File: src/rtl/key_pkg.sv
// Shared types and timing helpers for the key click decoder slice.
package key_pkg;

    // Collector state: waiting for a first press, or counting presses of a group.
    typedef enum logic {
        IDLE    = 1'b0,
        COLLECT = 1'b1
    } key_state_e;

    localparam int unsigned CLK_HZ = 50_000_000;

    // Convert a duration in milliseconds into clk cycles at CLK_HZ.
    function automatic int unsigned ms2cyc(input int unsigned ms);
        return (CLK_HZ / 1000) * ms;
    endfunction

endpackage : key_pkg

File: src/rtl/key_click_decoder_if.sv
// Click event output channel: valid/ready slot plus a drop pulse.
//  evt_valid   event available (producer)
//  evt_ready   consumer accepts when evt_valid && evt_ready at clk edge
//  evt_clicks  press count of the held event (producer)
//  evt_drop    one-cycle pulse, completed event discarded (producer)
interface key_click_decoder_if #(
    parameter int unsigned CLICK_W = 2
) ();

    logic               evt_valid;
    logic               evt_ready;
    logic [CLICK_W-1:0] evt_clicks;
    logic               evt_drop;

    modport master (
        output evt_valid,
        output evt_clicks,
        output evt_drop,
        input  evt_ready
    );

    modport slave (
        input  evt_valid,
        input  evt_clicks,
        input  evt_drop,
        output evt_ready
    );

endinterface : key_click_decoder_if

File: src/rtl/key_evt_slot.sv
// Single-entry valid/ready holding register for completed click events.
//  clk, rst_n   clock, async active-low reset
//  emit         a group completed this cycle
//  emit_clicks  press count of the completed group
//  evt          event channel (master side): evt_valid, evt_clicks, evt_drop out; evt_ready in
module key_evt_slot #(
    parameter int unsigned CLICK_W = 2
) (
    input  logic               clk,
    input  logic               rst_n,
    input  logic               emit,
    input  logic [CLICK_W-1:0] emit_clicks,
    key_click_decoder_if.master evt
);

    logic drain_c;

    // The slot frees up at this edge if the held event is being accepted.
    assign drain_c = evt.evt_valid && evt.evt_ready;

    // Hold one event; load on emit when empty or draining, otherwise flag a drop.
    always_ff @(posedge clk or negedge rst_n) begin
        if (!rst_n) begin
            evt.evt_valid  <= 1'b0;
            evt.evt_clicks <= '0;
            evt.evt_drop   <= 1'b0;
        end else begin
            evt.evt_drop <= 1'b0;
            if (emit) begin
                if (!evt.evt_valid || drain_c) begin
                    evt.evt_valid  <= 1'b1;
                    evt.evt_clicks <= emit_clicks;
                end else begin
                    evt.evt_drop <= 1'b1;
                end
            end else if (drain_c) begin
                evt.evt_valid <= 1'b0;
            end
        end
    end

endmodule : key_evt_slot

File: src/rtl/key_click_decoder.sv
// Groups debounced press strobes closer than WINDOW_CYC cycles into click events
// (single, double, ... up to MAX_CLICKS) and hands them to a valid/ready slot.
//  clk, rst_n   clock, async active-low reset
//  key_press    one-cycle press strobe from the debouncer
//  evt          event channel (master side): evt_valid, evt_clicks, evt_drop out; evt_ready in
module key_click_decoder
    import key_pkg::*;
#(
    parameter int unsigned WINDOW_CYC = ms2cyc(300),
    parameter int unsigned MAX_CLICKS = 3
) (
    input  logic clk,
    input  logic rst_n,
    input  logic key_press,
    key_click_decoder_if.master evt
);

    localparam int unsigned CLICK_W = $clog2(MAX_CLICKS + 1);
    localparam int unsigned TMR_W   = $clog2(WINDOW_CYC);

    key_state_e         state_q, state_d;
    logic [CLICK_W-1:0] count_q, count_d;
    logic [TMR_W-1:0]   timer_q, timer_d;
    logic               emit_c;
    logic [CLICK_W-1:0] emit_clicks_c;

    // Collector state, press count and inter-press timer.
    always_ff @(posedge clk or negedge rst_n) begin
        if (!rst_n) begin
            state_q <= IDLE;
            count_q <= '0;
            timer_q <= '0;
        end else begin
            state_q <= state_d;
            count_q <= count_d;
            timer_q <= timer_d;
        end
    end

    // Next-state logic; a press in the timeout cycle restarts the window instead of emitting.
    always_comb begin
        state_d       = state_q;
        count_d       = count_q;
        timer_d       = '0;
        emit_c        = 1'b0;
        emit_clicks_c = count_q;

        case (state_q)
            IDLE: begin
                count_d = '0;
                if (key_press) begin
                    state_d = COLLECT;
                    count_d = CLICK_W'(1);
                end
            end
            COLLECT: begin
                timer_d = timer_q + TMR_W'(1);
                if (key_press) begin
                    if ((count_q + CLICK_W'(1)) == CLICK_W'(MAX_CLICKS)) begin
                        emit_c        = 1'b1;
                        emit_clicks_c = CLICK_W'(MAX_CLICKS);
                        state_d       = IDLE;
                        count_d       = '0;
                        timer_d       = '0;
                    end else begin
                        count_d = count_q + CLICK_W'(1);
                        timer_d = '0;
                    end
                end else if (timer_q == TMR_W'(WINDOW_CYC - 1)) begin
                    emit_c        = 1'b1;
                    emit_clicks_c = count_q;
                    state_d       = IDLE;
                    count_d       = '0;
                    timer_d       = '0;
                end
            end
            default: begin
                state_d = IDLE;
                count_d = '0;
            end
        endcase
    end

    key_evt_slot #(
        .CLICK_W (CLICK_W)
    ) u_slot (
        .clk         (clk),
        .rst_n       (rst_n),
        .emit        (emit_c),
        .emit_clicks (emit_clicks_c),
        .evt         (evt)
    );

endmodule : key_click_decoder

File: src/flat_wrapper.sv
// flat-port wrapper written by rule: the top's interface ports become plain ports
module key_click_decoder_flat import key_pkg::*;
#(
    parameter int unsigned WINDOW_CYC = ms2cyc(300),
    parameter int unsigned MAX_CLICKS = 3
)
  (clk, rst_n, key_press, evt_evt_valid, evt_evt_clicks, evt_evt_drop, evt_evt_ready);
  key_click_decoder_if #(.CLICK_W((2))) evt_i ();
  input  logic clk;
  input  logic rst_n;
  input  logic key_press;
  output wire logic [$bits(evt_i.evt_valid)-1:0] evt_evt_valid;
  output wire logic [$bits(evt_i.evt_clicks)-1:0] evt_evt_clicks;
  output wire logic [$bits(evt_i.evt_drop)-1:0] evt_evt_drop;
  input wire logic [$bits(evt_i.evt_ready)-1:0] evt_evt_ready;
  assign evt_evt_valid = evt_i.evt_valid;
  assign evt_evt_clicks = evt_i.evt_clicks;
  assign evt_evt_drop = evt_i.evt_drop;
  assign evt_i.evt_ready = evt_evt_ready;
  key_click_decoder #(.WINDOW_CYC(WINDOW_CYC), .MAX_CLICKS(MAX_CLICKS)) u_core (.clk(clk), .rst_n(rst_n), .key_press(key_press), .evt(evt_i));
endmodule
File: config.mk
export PLATFORM = sky130hd
export DESIGN_NAME = key_click_decoder_flat
export DESIGN_NICKNAME = d
export VERILOG_FILES = /design/src/rtl/key_pkg.sv /design/src/rtl/key_click_decoder_if.sv /design/src/rtl/key_evt_slot.sv /design/src/rtl/key_click_decoder.sv /design/src/flat_wrapper.sv
export SDC_FILE = /design/constraint.sdc
export NUM_CORES = 1
export LEC_CHECK = 0
export ABC_AREA = 1
export CAP_MARGIN = 25
export CORE_ASPECT_RATIO = 0.9
export CORE_MARGIN = 5
export CORE_UTILIZATION = 55
export DETAILED_ROUTE_END_ITERATION = 8
export GPL_TIMING_DRIVEN = 0
export PLACE_DENSITY = 0.71
export SLEW_MARGIN = 20
export SYNTH_ARGS = -nofsm -noshare
export SYNTH_HDL_FRONTEND = slang
export SYNTH_SLANG_ARGS = --single-unit
File: constraint.sdc
create_clock -name clk -period 2.47 [get_ports clk]
set_input_delay 0.494 -clock clk [delete_from_list [all_inputs] [get_ports clk]]
set_output_delay 0.494 -clock clk [all_outputs]
set_load 0.1 [all_outputs]
==> flow_metrics.env, run 1 <==
export IMPL_cap_viol_max_count=0
export IMPL_worst_setup_path_start_kind="flop"
export IMPL_fmax_mhz=429.0
export IMPL_cp_max_fo=2
export IMPL_synthTopCellsByCount="nand2_1 (51), nor2_1 (46), inv_1 (32)"
export IMPL_antenna_found_initial=0
export IMPL_syn_inst=229
export IMPL_synth_flop_cell="dfrtp_1"
export IMPL_worstSetupPathType="reg -> out"
export IMPL_power_leakage_nw=0.8594
export IMPL_crit_path_end_kind="output pin"
export IMPL_start_util=0.5696
export IMPL_path_buf_inv=1
export IMPL_fill_cells=277
export IMPL_r2r_cells=7
export IMPL_route_detailed_drc=0
export IMPL_overflow=0
export IMPL_gp_congestion=0.8122
export IMPL_grt_max_degree=32
export IMPL_fp_dieArea_um2=4404
export IMPL_worst_pin_slew_ns=0.9677
export IMPL_slew_viol_final=0
export IMPL_tritoncts="built"
export IMPL_post_cts_buffers=0
export IMPL_period_share=0.9437
export IMPL_nets=248
export IMPL_synth_top_area_cell="dfrtp_1"
export IMPL_finalSetupViolCount=0
export IMPL_whs_ns=0.1835
export IMPL_slowest_delay_ns=1.14
export IMPL_crit_chain="clkdlybuf4s50_1"
export IMPL_r2r_start="u_core.timer_q[0]"
export IMPL_clk_pin_slew_ns=0.10
export IMPL_cts_buffer_depth=2
export IMPL_required_ns=1.98
export IMPL_dr_pass1_iters=4
export IMPL_dieWidth_um=69.40
export IMPL_portBuffers=7
export IMPL_synth_area_um2=1747
export IMPL_cp_depth=1
export IMPL_finalCriticalPeriod_ns=2.331
export IMPL_clock_sinks=31
export IMPL_cp_slowest_cell="clkdlybuf4s50_1"
export IMPL_synthTopCellsByArea="dfrtp_1 (44%), nand2_1 (11%), nor2_1 (9.9%)"
export IMPL_max_slew_margin_rel=0.3528
export IMPL_grt_pass1_vias=1421
export IMPL_grt_pass1_wl_mm=6.210
export IMPL_reg2reg_slack_ns=0.89
export IMPL_outcome="finished clean"
export IMPL_rows=19
export IMPL_irDropWorstVdd_uv=664.1
export IMPL_arrival_ns=1.84
export IMPL_ctsHoldBuffers=0
export IMPL_synth_edf_count=0
export IMPL_synth_nets=234
export IMPL_antenna_left=0
export IMPL_ys_seq_elements=31
export IMPL_io_pins=8
export IMPL_area_growth_pct=12.54
export IMPL_clk_latency_ns=0.34
export IMPL_rsz0062_at_grt="no"
export IMPL_hold_viol=0
export IMPL_async_reset_ff_frac=1.000
export IMPL_yosys_cell_types_count=26
export IMPL_vias=1432
export IMPL_cts_buffers=5
export IMPL_synth_top_area_share=0.4441
export IMPL_cts_resized=0
export IMPL_crit_family="buffers and inverters"
export IMPL_synth_most_common_cell="nand2_1"
export IMPL_clock_skew_ns=0.006706
export IMPL_yosysWarningCount=0
export IMPL_dp_hpwl_mm=2.492
export IMPL_hp_class="in -> async"
export IMPL_worstReg2RegEnd="u_core.count_q[0]"
export IMPL_drtIter0Drc=78
export IMPL_powerDensity_nw_per_um2=679.5
export IMPL_cts_htree_levels=2
export IMPL_finalPower_w=0.001336
export IMPL_ys_seq_area_frac=0.4441
export IMPL_routed_wl_mm=3.390
export IMPL_fp_coreArea_um2=3067
export IMPL_drive_above_1_share=0.1066
export IMPL_die_h_um=63.46
export IMPL_tns_ns=0
export IMPL_grtUsageTotal=0.1787
export IMPL_clock_root_buffer="clkbuf_4"
export IMPL_wl_per_cell_um=11.85
export IMPL_avgSynthCellArea_um2=7.627
export IMPL_antenna_cells=0
export IMPL_avgViaCountPerCell=5.007
[sequential cells by signal (all words and copies together), names as in the netlist]
| register | flops |
|---|---|
| u_core.u_slot.evt.evt_clicks | 2 |
| u_core.state_q | 1 |
| u_core.timer_q | 24 |
| u_core.count_q | 2 |
| u_core.u_slot.evt.evt_drop | 1 |
| u_core.u_slot.evt.evt_valid | 1 |
[logic make-up after synthesis]
| logic type | count (synthesis) | share of synthesized area |
|---|---|---|
| DFF | 31 | 0.4441 |
| buffers and inverters | 34 | 0.08166 |
| adders and majority gates | 1 | 0.007162 |
| and+or+nand+nor | 144 | 0.3911 |
| AOI/OAI and AO/OA | 11 | 0.03582 |
| xor gates and xnor gates | 8 | 0.04012 |
[final cells by class]
type	count	area [µm²]	share of cell area
multi-input cells	164	828.3	0.4214
flip-flops and latches	31	775.7	0.3947
inverters	32	120.1	0.06111
repair buffers	7	65.06	0.03310
clock inverters	2	60.06	0.03055
well taps	42	52.55	0.02673
clock buffers	6	41.29	0.02101
plain buffers	2	22.52	0.01146
[cell usage in the layout, fill, tap and decap left out, drive strengths merged, types with 5 or more instances in the layout]
master | netlist | final
clkdlybuf4s50 | 0 | 6
dfrtp | 31 | 31
nor3 | 13 | 13
xor2 | 5 | 5
nor2 | 51 | 51
inv | 32 | 32
clkbuf | 0 | 6
nand3 | 18 | 18
nand4 | 6 | 6
a21oi | 5 | 5
nand2 | 54 | 54
[where the power goes]
group          leakage, nW  internal (W)  total (W)  switching (W)
clock               0.0525      0.000316   0.000496       0.000180
sequential           0.422      0.000540   0.000562      0.0000219
combinational        0.385     0.0000672   0.000277       0.000210
total                0.859      0.000923    0.00134       0.000412
[stage by stage]
| step | cell area [µm²] | worst slack [ns] | util | instances |
|---|---|---|---|---|
| after floorplan | 1747 | 0.9910 | - | 229 |
| after global placement | 1869 | 0.3221 | 0.6095 | 278 |
| after detailed placement | 1864 | 0.5171 | 0.6079 | 278 |
| after CTS | 1966 | 0.1201 | 0.6410 | 286 |
| after global routing | 1966 | 0.06246 | 0.6410 | 286 |
| final | 1966 | 0.1390 | 0.6410 | 286 |
[worst max-delay path by stage]
stage	slack, ns	to	from
after floorplan	0.99	u_core.u_slot.evt.evt_clicks[0]	u_core.u_slot.evt.evt_valid
final	0.14	evt_evt_clicks[0]	u_core.u_slot.evt.evt_clicks[0]
after global routing	0.06	evt_evt_clicks[0]	u_core.u_slot.evt.evt_clicks[0]
after global placement	0.32	u_core.u_slot.evt.evt_clicks[0]	rst_n
after detailed placement	0.52	evt_evt_clicks[0]	u_core.u_slot.evt.evt_clicks[0]
after CTS	0.12	evt_evt_clicks[0]	u_core.u_slot.evt.evt_clicks[0]
[metal layers]
metal | GRT usage | part of all wire | wire [µm]
met2 | 0.2750 | 0.44 | 1477
met3 | 0.06518 | 0.030 | 102
met1 | 0.2280 | 0.51 | 1720
met4 | 0.07073 | 0.026 | 89
met5 | 0 | 0 | 0
Note: power is estimated with default switching activity, not from simulation.
==> run 2, diff against run 1 <==
--- a/config.mk
+++ b/config.mk
@@ -9,10 +9,10 @@
 export CAP_MARGIN = 25
 export CORE_ASPECT_RATIO = 0.9
 export CORE_MARGIN = 5
-export CORE_UTILIZATION = 55
+export CORE_UTILIZATION = 30
 export DETAILED_ROUTE_END_ITERATION = 8
 export GPL_TIMING_DRIVEN = 0
-export PLACE_DENSITY = 0.71
+export PLACE_DENSITY = 0.42
 export SLEW_MARGIN = 20
 export SYNTH_ARGS = -nofsm -noshare
 export SYNTH_HDL_FRONTEND = slang
==> run 2 against run 1 <==
Against the previous run: global-route usage is 6.1 points lower; sequential share of layout area fell by 0.91 points; power down 7.8%; clock power fell by 22%; clock skew decreased by 0.0027 ns; core utilization is 29 points lower; combinational power grew 3%; first-iteration DRC count fell by 28%; worst setup slack better by 0.085 ns; critical path depth unchanged; final area up 2.4%; sequential power barely moved.
==> flow_metrics.env, run 2 (synthesis gave the netlist of run 1 again) <==
export IMPL_cp_slowest_cell="clkdlybuf4s50_1"
export IMPL_rows=26
export IMPL_area_growth_pct=15.19
export IMPL_slew_viol_final=0
export IMPL_slowest_delay_ns=1.14
export IMPL_fmax_mhz=445.3
export IMPL_tns_ns=0
export IMPL_route_detailed_drc=0
export IMPL_grt_pass1_vias=1407
export IMPL_clk_pin_slew_ns=0.07
export IMPL_outcome="finished clean"
export IMPL_drive_above_1_share=0.1102
export IMPL_vias=1408
export IMPL_grt_max_degree=19
export IMPL_worst_pin_slew_ns=0.9768
export IMPL_max_flop_register="u_core.timer_q"
export IMPL_ctsHoldBuffers=0
export IMPL_crit_family="buffers and inverters"
export IMPL_cts_resized=0
export IMPL_antenna_found_initial=0
export IMPL_drtIter0Drc=56
export IMPL_nets=249
export IMPL_period_share=0.9092
export IMPL_routed_wl_mm=3.890
export IMPL_tritoncts="built"
export IMPL_irDropWorstVdd_uv=343.0
export IMPL_finalSetupViolCount=0
export IMPL_dr_pass1_iters=4
export IMPL_worstSetupPathType="reg -> out"
export IMPL_hold_viol=0
export IMPL_final_cell_mix="nand2_1 (51), nor2_1 (46), inv_1 (32)"
export IMPL_path_buf_inv=1
export IMPL_cap_viol_max_count=0
export IMPL_dieWidth_um=90.43
export IMPL_portBuffers=7
export IMPL_setup_ws_ns=0.2242
export IMPL_wl_per_cell_um=12.35
export IMPL_rsz0062_at_grt="no"
export IMPL_overflow=0
export IMPL_cts_buffers=5
export IMPL_crit_path_end_kind="output pin"
export IMPL_max_slew_margin_rel=0.3468
export IMPL_power_leakage_nw=0.8609
export IMPL_gp_congestion=0.7561
export IMPL_cts_htree_levels=2
export IMPL_fp_coreArea_um2=5660
export IMPL_dp_slack_ns=0.5124
export IMPL_fp_dieArea_um2=7451
export IMPL_finalCriticalPeriod_ns=2.246
export IMPL_antenna_left=0
export IMPL_antenna_cells=0
export IMPL_clock_sinks=31
export IMPL_avgViaCountPerCell=4.470
export IMPL_largest_register_ffs=24
export IMPL_grt_pass1_wl_mm=6.858
export IMPL_dp_hpwl_mm=3.043
export IMPL_cts_buffer_depth=2
export IMPL_final_common_cell="nand2_1"
export IMPL_post_cts_buffers=0
export IMPL_crit_chain="clkdlybuf4s50_1"
export IMPL_io_pins=8
export IMPL_start_util=0.3086
export IMPL_required_ns=1.98
export IMPL_clock_root_buffer="clkbuf_8"
export IMPL_grtUsageTotal=0.1172
export IMPL_clock_skew_ns=0.003976
export IMPL_top_regs="u_core.timer_q: 24 flops, u_core.count_q: 2 flops, u_core.u_slot.evt.evt_clicks: 2 flops"
export IMPL_powerDensity_nw_per_um2=611.8
export IMPL_arrival_ns=1.75
export IMPL_cp_max_fo=2
export IMPL_die_h_um=82.39
export IMPL_worst_setup_path_start_kind="flop"
export IMPL_hp_class="in -> async"
export IMPL_clk_latency_ns=0.28
-- run 2: changes by cell type in the layout (fill, tap and decap cells not counted), sizes merged --
cell | before | now
clkinv | 0 | 1
buf | 3 | 4
clkinvlp | 0 | 1
bufinv | 2 | 0
-- run 2: routing by layer --
layer,vias up,track usage,part of all wire
met3,4,0.02808,0.023
met2,9,0.1806,0.42
met4,0,0.03125,0.0049
met5,-,0,0
met1,643,0.1656,0.55
li1,752,-,-
-- run 2: path summary, 6_finish.rpt --
| kind | from | end | slack [ns] | depth (start not counted) |
|---|---|---|---|---|
| max | u_core.u_slot.evt.evt_valid | evt_evt_valid | 0.22 | 1 |
| min | rst_n | u_core.timer_q[10] | 0.14 | 1 |
| max reg2reg | u_core.timer_q[0] | u_core.count_q[0] | 0.89 | 7 |
| min reg2reg | u_core.timer_q[0] | u_core.timer_q[0] | 0.46 | 1 |
| max in group asynchronous | rst_n | u_core.u_slot.evt.evt_clicks[0] | 1.92 | 2 |
| min in group clk | u_core.timer_q[0] | u_core.timer_q[0] | 0.46 | 1 |
-- run 2: area by class of cell --
cell class              count  area, µm²
fillers                   629       3649
multi-input cells         164      828.3
flip-flops and latches     31      775.7
inverters                  32      120.1
repair buffers              8      92.59
well taps                  70      87.58
clock buffers               6      72.57
plain buffers               2      22.52
clock inverters             2      12.51
-- run 2: report_power, final --
part	internal, W	total (W)	switching (W)
combinational	0.0000716	0.000284	0.000213
clock	0.000197	0.000385	0.000188
sequential	0.000541	0.000562	0.0000208
total	0.000809	0.00123	0.000422
-- run 2: stage by stage --
stage,cell area (µm²),power [W],util,hold slack (ns),cells
floorplan,1747,0.0007787,-,0.1984,229
global placement,1904,0.0008581,0.3364,0.4521,306
detailed placement,1927,0.0008616,0.3404,0.4418,307
CTS,2012,0.001258,0.3554,0.1404,315
global route,2012,0.001305,0.3554,0.1522,315
finish,2012,0.001231,0.3554,0.1356,315
==> run 3, diff against run 2 <==
--- a/config.mk
+++ b/config.mk
@@ -6,14 +6,12 @@
 export NUM_CORES = 1
 export LEC_CHECK = 0
 export ABC_AREA = 1
-export CAP_MARGIN = 25
 export CORE_ASPECT_RATIO = 0.9
 export CORE_MARGIN = 5
 export CORE_UTILIZATION = 30
 export DETAILED_ROUTE_END_ITERATION = 8
 export GPL_TIMING_DRIVEN = 0
-export PLACE_DENSITY = 0.42
-export SLEW_MARGIN = 20
+export PLACE_DENSITY = 0.46
 export SYNTH_ARGS = -nofsm -noshare
 export SYNTH_HDL_FRONTEND = slang
 export SYNTH_SLANG_ARGS = --single-unit
==> run 3 against run 2 <==
Against the previous run: die area did not move; highest routed layer unchanged; non-clock buffer count fell by 1; combinational power barely moved; routed wire length fell by 0.10%.
==> flow_metrics.env, run 3 (synthesis gave the netlist of run 1 again) <==
export IMPL_grtUsageTotal=0.1177
export IMPL_cp_max_fo=2
export IMPL_hold_viol=0
export IMPL_crit_path_end_kind="output pin"
export IMPL_fp_coreArea_um2=5660
export IMPL_post_dp_cell_area_um2=1899
export IMPL_cts_buffers=5
export IMPL_vias=1411
export IMPL_arrival_ns=1.77
export IMPL_top_regs="u_core.timer_q: 24 flops, u_core.count_q: 2 flops, u_core.u_slot.evt.evt_clicks: 2 flops"
export IMPL_p_clk_frac=0.418
export IMPL_max_flop_register="u_core.timer_q"
export IMPL_overflow=0
export IMPL_power_leakage_nw=0.8724
export IMPL_nets=248
export IMPL_dr_pass1_iters=4
export IMPL_cap_viol_max_count=0
export IMPL_final_common_cell="nand2_1"
export IMPL_power_frac_comb=0.194
export IMPL_routed_wl_mm=3.886
export IMPL_worst_pin_slew_ns=0.9723
export IMPL_p_switching_w=0.0004353
export IMPL_p_int_w=0.001011
export IMPL_die_h_um=82.39
export IMPL_drive_above_1_share=0.1066
export IMPL_hp_class="in -> async"
export IMPL_grt_pass1_vias=1451
export IMPL_path_buf_inv=1
export IMPL_start_util=0.3086
export IMPL_wl_per_cell_um=12.38
export IMPL_finalCriticalPeriod_ns=2.260
export IMPL_final_cell_mix="nand2_1 (51), nor2_1 (46), inv_1 (32)"
export IMPL_slowest_delay_ns=1.14
export IMPL_rows=26
export IMPL_irDropWorstVdd_uv=371.0
export IMPL_antenna_found_initial=0
export IMPL_worstSetupPathType="reg -> out"
export IMPL_clk_latency_ns=0.28
export IMPL_finalSetupViolCount=0
export IMPL_max_slew_margin_rel=0.3498
export IMPL_crit_family="buffers and inverters"
export IMPL_fp_dieArea_um2=7451
export IMPL_outcome="finished clean"
export IMPL_clock_root_buffer="clkbuf_8"
export IMPL_grt_pass1_wl_mm=6.996
export IMPL_avgViaCountPerCell=4.494
export IMPL_dieWidth_um=90.43
export IMPL_grt_max_degree=32
export IMPL_crit_chain="clkdlybuf4s50_1"
export IMPL_slew_viol_final=0
export IMPL_period_share=0.9150
export IMPL_clk_pin_slew_ns=0.07
export IMPL_tns_ns=0
export IMPL_pwr_share_seq=0.388
export IMPL_antenna_cells=0
export IMPL_required_ns=1.98
export IMPL_ctsHoldBuffers=0
export IMPL_cp_slowest_cell="clkdlybuf4s50_1"
export IMPL_swShare=0.3009
export IMPL_setup_ws_ns=0.2100
export IMPL_clock_sinks=31
export IMPL_post_cts_buffers=0
export IMPL_powerDensity_nw_per_um2=711.9
export IMPL_fmax_mhz=442.5
export IMPL_io_pins=8
export IMPL_route_detailed_drc=0
export IMPL_cts_resized=0
export IMPL_clock_skew_ns=0.007186
export IMPL_finalInstanceArea_um2=2032
export IMPL_portBuffers=7
export IMPL_antenna_left=0
export IMPL_dp_slack_ns=0.5128
export IMPL_cts_htree_levels=2
export IMPL_gp_congestion=0.7600
export IMPL_worst_setup_path_start_kind="flop"
export IMPL_dp_hpwl_mm=2.836
export IMPL_largest_register_ffs=24
export IMPL_drtIter0Drc=69
export IMPL_tritoncts="built"
export IMPL_cts_buffer_depth=2
export IMPL_area_growth_pct=16.33
export IMPL_fill_cells=611
export IMPL_rsz0062_at_grt="no"
## run 3: per-layer routing
layer / GRT usage / wire (µm)
met5: 0 / 0
met4: 0.04018 / 40
met3: 0.02808 / 128
met2: 0.1762 / 1624
met1: 0.1670 / 2093
## run 3: worst paths after layout
path / startpoint / to / slack, ns / cells past startpoint
setup reg to reg: u_core.timer_q[0] / u_core.count_q[0] / 0.88 / 7
min in group clk: u_core.timer_q[0] / u_core.timer_q[0] / 0.47 / 1
hold / removal: rst_n / u_core.timer_q[21] / 0.26 / 1
max in group asynchronous: rst_n / u_core.timer_q[9] / 1.76 / 1
hold reg to reg: u_core.timer_q[0] / u_core.timer_q[0] / 0.47 / 1
setup / recovery: u_core.u_slot.evt.evt_clicks[0] / evt_evt_clicks[0] / 0.21 / 1
## run 3: final cells by class
class                      count  area, µm²  area share
clock inverter                 2      60.06     0.02956
tap                           70      87.58     0.04310
timing repair buffer           7      65.06     0.03202
clock buffer                   6      72.57     0.03571
multi-input combinational    164      828.3      0.4076
inverter                      32      120.1     0.05911
buffer                         2      22.52     0.01108
sequential                    31      775.7      0.3818
## run 3: power groups by stage
stage                     Sequential (W)  Combinational [W]  Clock, W
final                           0.000562           0.000281  0.000604
after global routing            0.000568           0.000305  0.000648
after CTS                       0.000562           0.000285  0.000621
after detailed placement        0.000572           0.000284         0
after global placement          0.000572           0.000284         0
after floorplan                 0.000696          0.0000823         0
## run 3: per-stage QoR
stage / utilization / power (W) / hold slack [ns] / instances
floorplan: - / 0.0007787 / 0.1984 / 229
global placement: 0.3364 / 0.0008560 / 0.4527 / 306
detailed placement: 0.3355 / 0.0008554 / 0.4551 / 306
CTS: 0.3590 / 0.001468 / 0.2885 / 314
global route: 0.3590 / 0.001520 / 0.3265 / 314
finish: 0.3590 / 0.001447 / 0.2592 / 314
==> edit 1, RTL diff (config.mk and constraints of run 3) <==
Reset style: synchronous (`rst_n`), changed in 2 clocked blocks. Comments in the files are not updated.
--- a/src/rtl/key_evt_slot.sv
+++ b/src/rtl/key_evt_slot.sv
@@ -20,5 +20,5 @@
 
     // Hold one event; load on emit when empty or draining, otherwise flag a drop.
-    always_ff @(posedge clk or negedge rst_n) begin
+    always_ff @(posedge clk) begin
         if (!rst_n) begin
             evt.evt_valid  <= 1'b0;
--- a/src/rtl/key_click_decoder.sv
+++ b/src/rtl/key_click_decoder.sv
@@ -26,5 +26,5 @@
 
     // Collector state, press count and inter-press timer.
-    always_ff @(posedge clk or negedge rst_n) begin
+    always_ff @(posedge clk) begin
         if (!rst_n) begin
             state_q <= IDLE;
Check against the original RTL: differs if rst_n is asserted again (counterexample within 4 cycles, from zero or initial values and one cycle with rst_n low); with rst_n held inactive, the same outputs for 10 cycles.
==> edit 1 against run 3 <==
Clock skew decreased by 2.5 ps. Routed wire length decreased by 8.9%. Worst setup slack improved by 32 ps. Sequential cell count stayed put. Core utilization barely moved. Synthesized area is 5.9% lower. Count of clock-buffer cells in the layout is 2 higher. Cell area decreased by 6.7%.
Power is not compared: it rests on default switching activity, and its combinational part moved more than twofold at a synthesized area within 25%.
==> edit 1: results (changes against run 3) <==
Synth
  – Sequential share of the synthesized area: 37.8% (was 44.4%)
  – Unique masters post-synth: 32 (was 26)
  – XOR/XNOR Fraction of Synth Area: 4.80% (was 4.01%)
  – Post-Synth Adder-Cell Area: 0.762% (was 0.716%)
  – Synth top cells by count: 49 x nand2_1, 34 x nor2_1, 31 x dfxtp_1 (was 51 x nand2_1, 46 x nor2_1, 32 x inv_1)
  – Mapped Cells: 226 (was 229)
  – Synth Area in Compound Gates: 5.86% (was 3.58%)
  – Mux share of post-synthesis cell area: 0% (unchanged)
  – Synth Warn #: 0 (unchanged)
  – Area contributors post-synth: dfxtp_1 38%, nand2_1 11%, nor2_1 7.8% (was dfrtp_1 44%, nand2_1 11%, nor2_1 9.9%)
  – Async S/R FF share, synth: 0% (was 100%)

Power and ir drop
  – Final Power: around 1.0 mW
  – P_leak: around 0.64 nW

Setup path
  – RR Endpoint: u_core.timer_q[3] (was u_core.count_q[0])
  – Worst EP arrival: 1730 ps (was 1770 ps)
  – Crit. Startpoint: u_core.u_slot.evt.evt_clicks[1] (was u_core.u_slot.evt.evt_clicks[0])
  – Critical Path Slowest Stage Cell: clkdlybuf4s50_1 (unchanged)
  – FF-to-FF Start: u_core.timer_q[0] (unchanged)
  – Setup slack, reg-to-reg: 830 ps (was 880 ps)

GRT
  – Largest net degree at the start of global routing: 11 (was 32)
  – Initial antenna violation count: 0 (unchanged)
  – First-pass GRT wire length: 6440 µm (was 7000 µm)
  – Global Route Usage Sum: 11.9% (was 11.8%)

STA
  – Relative slew slack: 34.9% (was 35.0%)
  – Worst Skew: 4.71 ps (was 7.19 ps)
  – Hold_ws: 476 ps (was 259 ps)

Clock tree
  – CTS clk-pin slew, worst paths: 70 ps (about the same)
  – Postcts setup bufs: 0 (unchanged)
  – Hold buffers post-CTS: 0 (unchanged)

Place
  – # placed instances: 300 (was 306)
  – DP HPWL: 2710 µm (was 2840 µm)
  – GP Congestion: 0.798 (was 0.760)

Min path
  – Hold/Removal Path Class: reg -> reg (was in -> async)

Cells and area
  – Share of layout cells above drive strength 1: 16.2% (was 10.7%)
  – Nets: 245 (was 248)
  – Filler cells: 579 (was 611)
  – Fin cells: 308 (was 314)

Route
  – First-pass iteration count of the detailed router: 5 (was 4)
  – Starting DRC count in detailed routing: 89 (was 69)
  – Vias post-DR: 1424 (was 1411)
  – Drt wl/cell: 11.5 µm (was 12.4 µm)

Run status
  – Run status: complete, no violations (unchanged)
## edit 1: kinds of logic after synthesis
group           after synthesis
simple gates                138
flops                        31
buf+inv                      30
compound gates               17
xor+xnor                      9
fa+ha+maj                     1
## edit 1: worst max-delay path by stage
stage                                 endpoint
6_report                     evt_evt_clicks[1]
5_1_grt                          evt_evt_valid
4_1_cts                      evt_evt_clicks[1]
3_5_place_dp                 u_core.timer_q[3]
3_3_place_gp                     evt_evt_valid
2_1_floorplan  u_core.u_slot.evt.evt_clicks[0]
## edit 1: layout make-up
| cell class | instances | share of cell area, % |
|---|---|---|
| multi-input cells | 165 | 47.6 |
| flip-flops and latches | 31 | 32.7 |
| inverters | 28 | 5.54 |
| clock buffers | 8 | 5.28 |
| well taps | 67 | 4.42 |
| repair buffers | 7 | 3.69 |
| plain buffers | 2 | 0.792 |
## edit 1: per-layer routing
metal / GRT usage, % / vias up / routed length [µm]
met5: 0 / - / 0
met4: 5.06 / 0 / 59
met3: 3.08 / 7 / 123
met2: 16.9 / 21 / 1420
met1: 16.9 / 642 / 1940
li1: - / 754 / -
## edit 1: power groups by stage
| stage | logic [mW] | registers (mW) | clock network [mW] |
|---|---|---|---|
| 4_1_cts | 0.0535 | 0.511 | 0.465 |
| 6_report | 0.0531 | 0.511 | 0.447 |
| 3_3_place_gp | 0.0540 | 0.522 | 0 |
| 3_5_place_dp | 0.0534 | 0.522 | 0 |
| 5_1_grt | 0.0589 | 0.511 | 0.493 |
| 2_1_floorplan | 0.0220 | 0.536 | 0 |
## edit 1: through the flow
stage          worst slack [ps]  instance area (µm²)  util, %
2_1_floorplan               924                 1640        -
3_3_place_gp                537                 1800     34.0
3_5_place_dp                536                 1800     34.0
4_1_cts                     219                 1900     35.9
5_1_grt                     182                 1900     35.9
6_report                    242                 1900     35.9
==> edit 2, RTL diff (config.mk and constraints of run 3) <==
Made on the original files. `MAX_CLICKS` is set to 3 in 2 places; all go to 2.
--- a/src/rtl/key_click_decoder.sv
+++ b/src/rtl/key_click_decoder.sv
@@ -8,5 +8,5 @@
 #(
     parameter int unsigned WINDOW_CYC = ms2cyc(300),
-    parameter int unsigned MAX_CLICKS = 3
+    parameter int unsigned MAX_CLICKS = 2
 ) (
     input  logic clk,
--- a/src/flat_wrapper.sv
+++ b/src/flat_wrapper.sv
@@ -3,5 +3,5 @@
 #(
     parameter int unsigned WINDOW_CYC = ms2cyc(300),
-    parameter int unsigned MAX_CLICKS = 3
+    parameter int unsigned MAX_CLICKS = 2
 )
   (clk, rst_n, key_press, evt_evt_valid, evt_evt_clicks, evt_evt_drop, evt_evt_ready);
Formal check against the unedited RTL: not equivalent (Yosys sat finds a counterexample within 4 cycles, from zero or initial values and one cycle with rst_n low).
==> edit 2 against run 3 <==
Critical path depth did not move. Cell count decreased by 2.5%. Sequential cell count is the same. Combinational power down 26%. Clock power increased by 2%. Routed wire length is 1.5% lower. Synthesized cell count fell by 3.5%. Fmax shrank 0.67%. Synthesized area rose by 3.9%. Cell area rose by 3.3%. Total power fell by 5.7%. Worst setup slack worse by 15 ps.
==> edit 2: results (changes against run 3) <==
Setup path
  – RR Endpoint: u_core.timer_q[12] (was u_core.count_q[0])
  – Setup slack, reg-to-reg: 950 ps (was 880 ps)
  – Crit. Startpoint: u_core.u_slot.evt.evt_clicks[1] (was u_core.u_slot.evt.evt_clicks[0])
  – Crit path capture: evt_evt_clicks[1] (was evt_evt_clicks[0])

Power and ir drop
  – Sw Pwr: 382 µW (was 435 µW)
  – P_leak: 0.884 nW (was 0.872 nW)
  – Worst vdd ir: 0.430 mV (was 0.371 mV)

Synth
  – Unique masters post-synth: 29 (was 26)
  – Post-Synth Adder-Cell Area: 0.690% (was 0.716%)
  – Synth top cells by count: 48 x nor2_1, 38 x nand2_1, 31 x dfrtp_1 (was 51 x nand2_1, 46 x nor2_1, 32 x inv_1)
  – Sequential share of the synthesized area: 42.8% (was 44.4%)
  – Area contributors post-synth: dfrtp_1 43%, nor2_1 9.9%, nand2_1 7.9% (was dfrtp_1 44%, nand2_1 11%, nor2_1 9.9%)
  – XOR/XNOR Fraction of Synth Area: 3.38% (was 4.01%)
  – Mapped Cells: 221 (was 229)
  – Synth Area in Compound Gates: 3.66% (was 3.58%)

Route
  – Drt wl/cell: 12.5 µm (was 12.4 µm)
  – Vias post-DR: 1410 (was 1411)
  – Vias per Instance: 4.61 (was 4.49)
  – Met2 WL: 1590 µm (was 1620 µm)
  – WL met3: 182 µm (was 128 µm)
  – Starting DRC count in detailed routing: 79 (was 69)
  – Metal-1 WL: 2010 µm (was 2090 µm)

Cells and area
  – Share of layout cells above drive strength 1: 18.6% (was 10.7%)
  – Nets: 240 (was 248)

STA
  – Final WS setup: 195 ps (was 210 ps)
  – Worst Skew: 1.94 ps (was 7.19 ps)
  – Least-Margin Pin Slew: 973 ps (was 972 ps)

Run status
  – Run status: complete, no violations (unchanged)

Place
  – DP HPWL: 2790 µm (was 2840 µm)
  – Dpl ws: 512 ps (was 513 ps)
  – # placed instances: 298 (was 306)
  – GP Congestion: 0.801 (was 0.760)

GRT
  – Met1 Track Usage GR: 15.5% (was 16.7%)
  – First-pass GRT wire length: 6820 µm (was 7000 µm)
  – Grt met3 use: 3.88% (was 2.81%)
-- edit 2: final cells by class --
class / count / area (µm²)
Sequential cell: 31 / 776
Multi-Input combinational cell: 161 / 906
Fill cell: 619 / 3690
Clock buffer: 6 / 72.6
Timing Repair Buffer: 7 / 65.1
Tap cell: 70 / 87.6
Buffer: 2 / 31.3
Inverter: 27 / 101
Clock inverter: 2 / 60.1
-- edit 2: kinds of logic (layout without fill, tap and decap cells) --
group	count (synthesis)	after routing
flops	31	31
fa+ha+maj	1	1
compound gates	11	11
simple gates	142	142
buf+inv	29	44
xor+xnor	7	7
-- edit 2: worst min-delay path by stage --
stage          slack [ps]         startpoint                 end
2_1_floorplan         200              rst_n   u_core.count_q[0]
3_3_place_gp          450  u_core.timer_q[0]   u_core.timer_q[0]
3_5_place_dp          450  u_core.timer_q[0]   u_core.timer_q[0]
5_1_grt               330              rst_n   u_core.timer_q[6]
6_report              260              rst_n   u_core.timer_q[9]
4_1_cts               300              rst_n  u_core.timer_q[14]
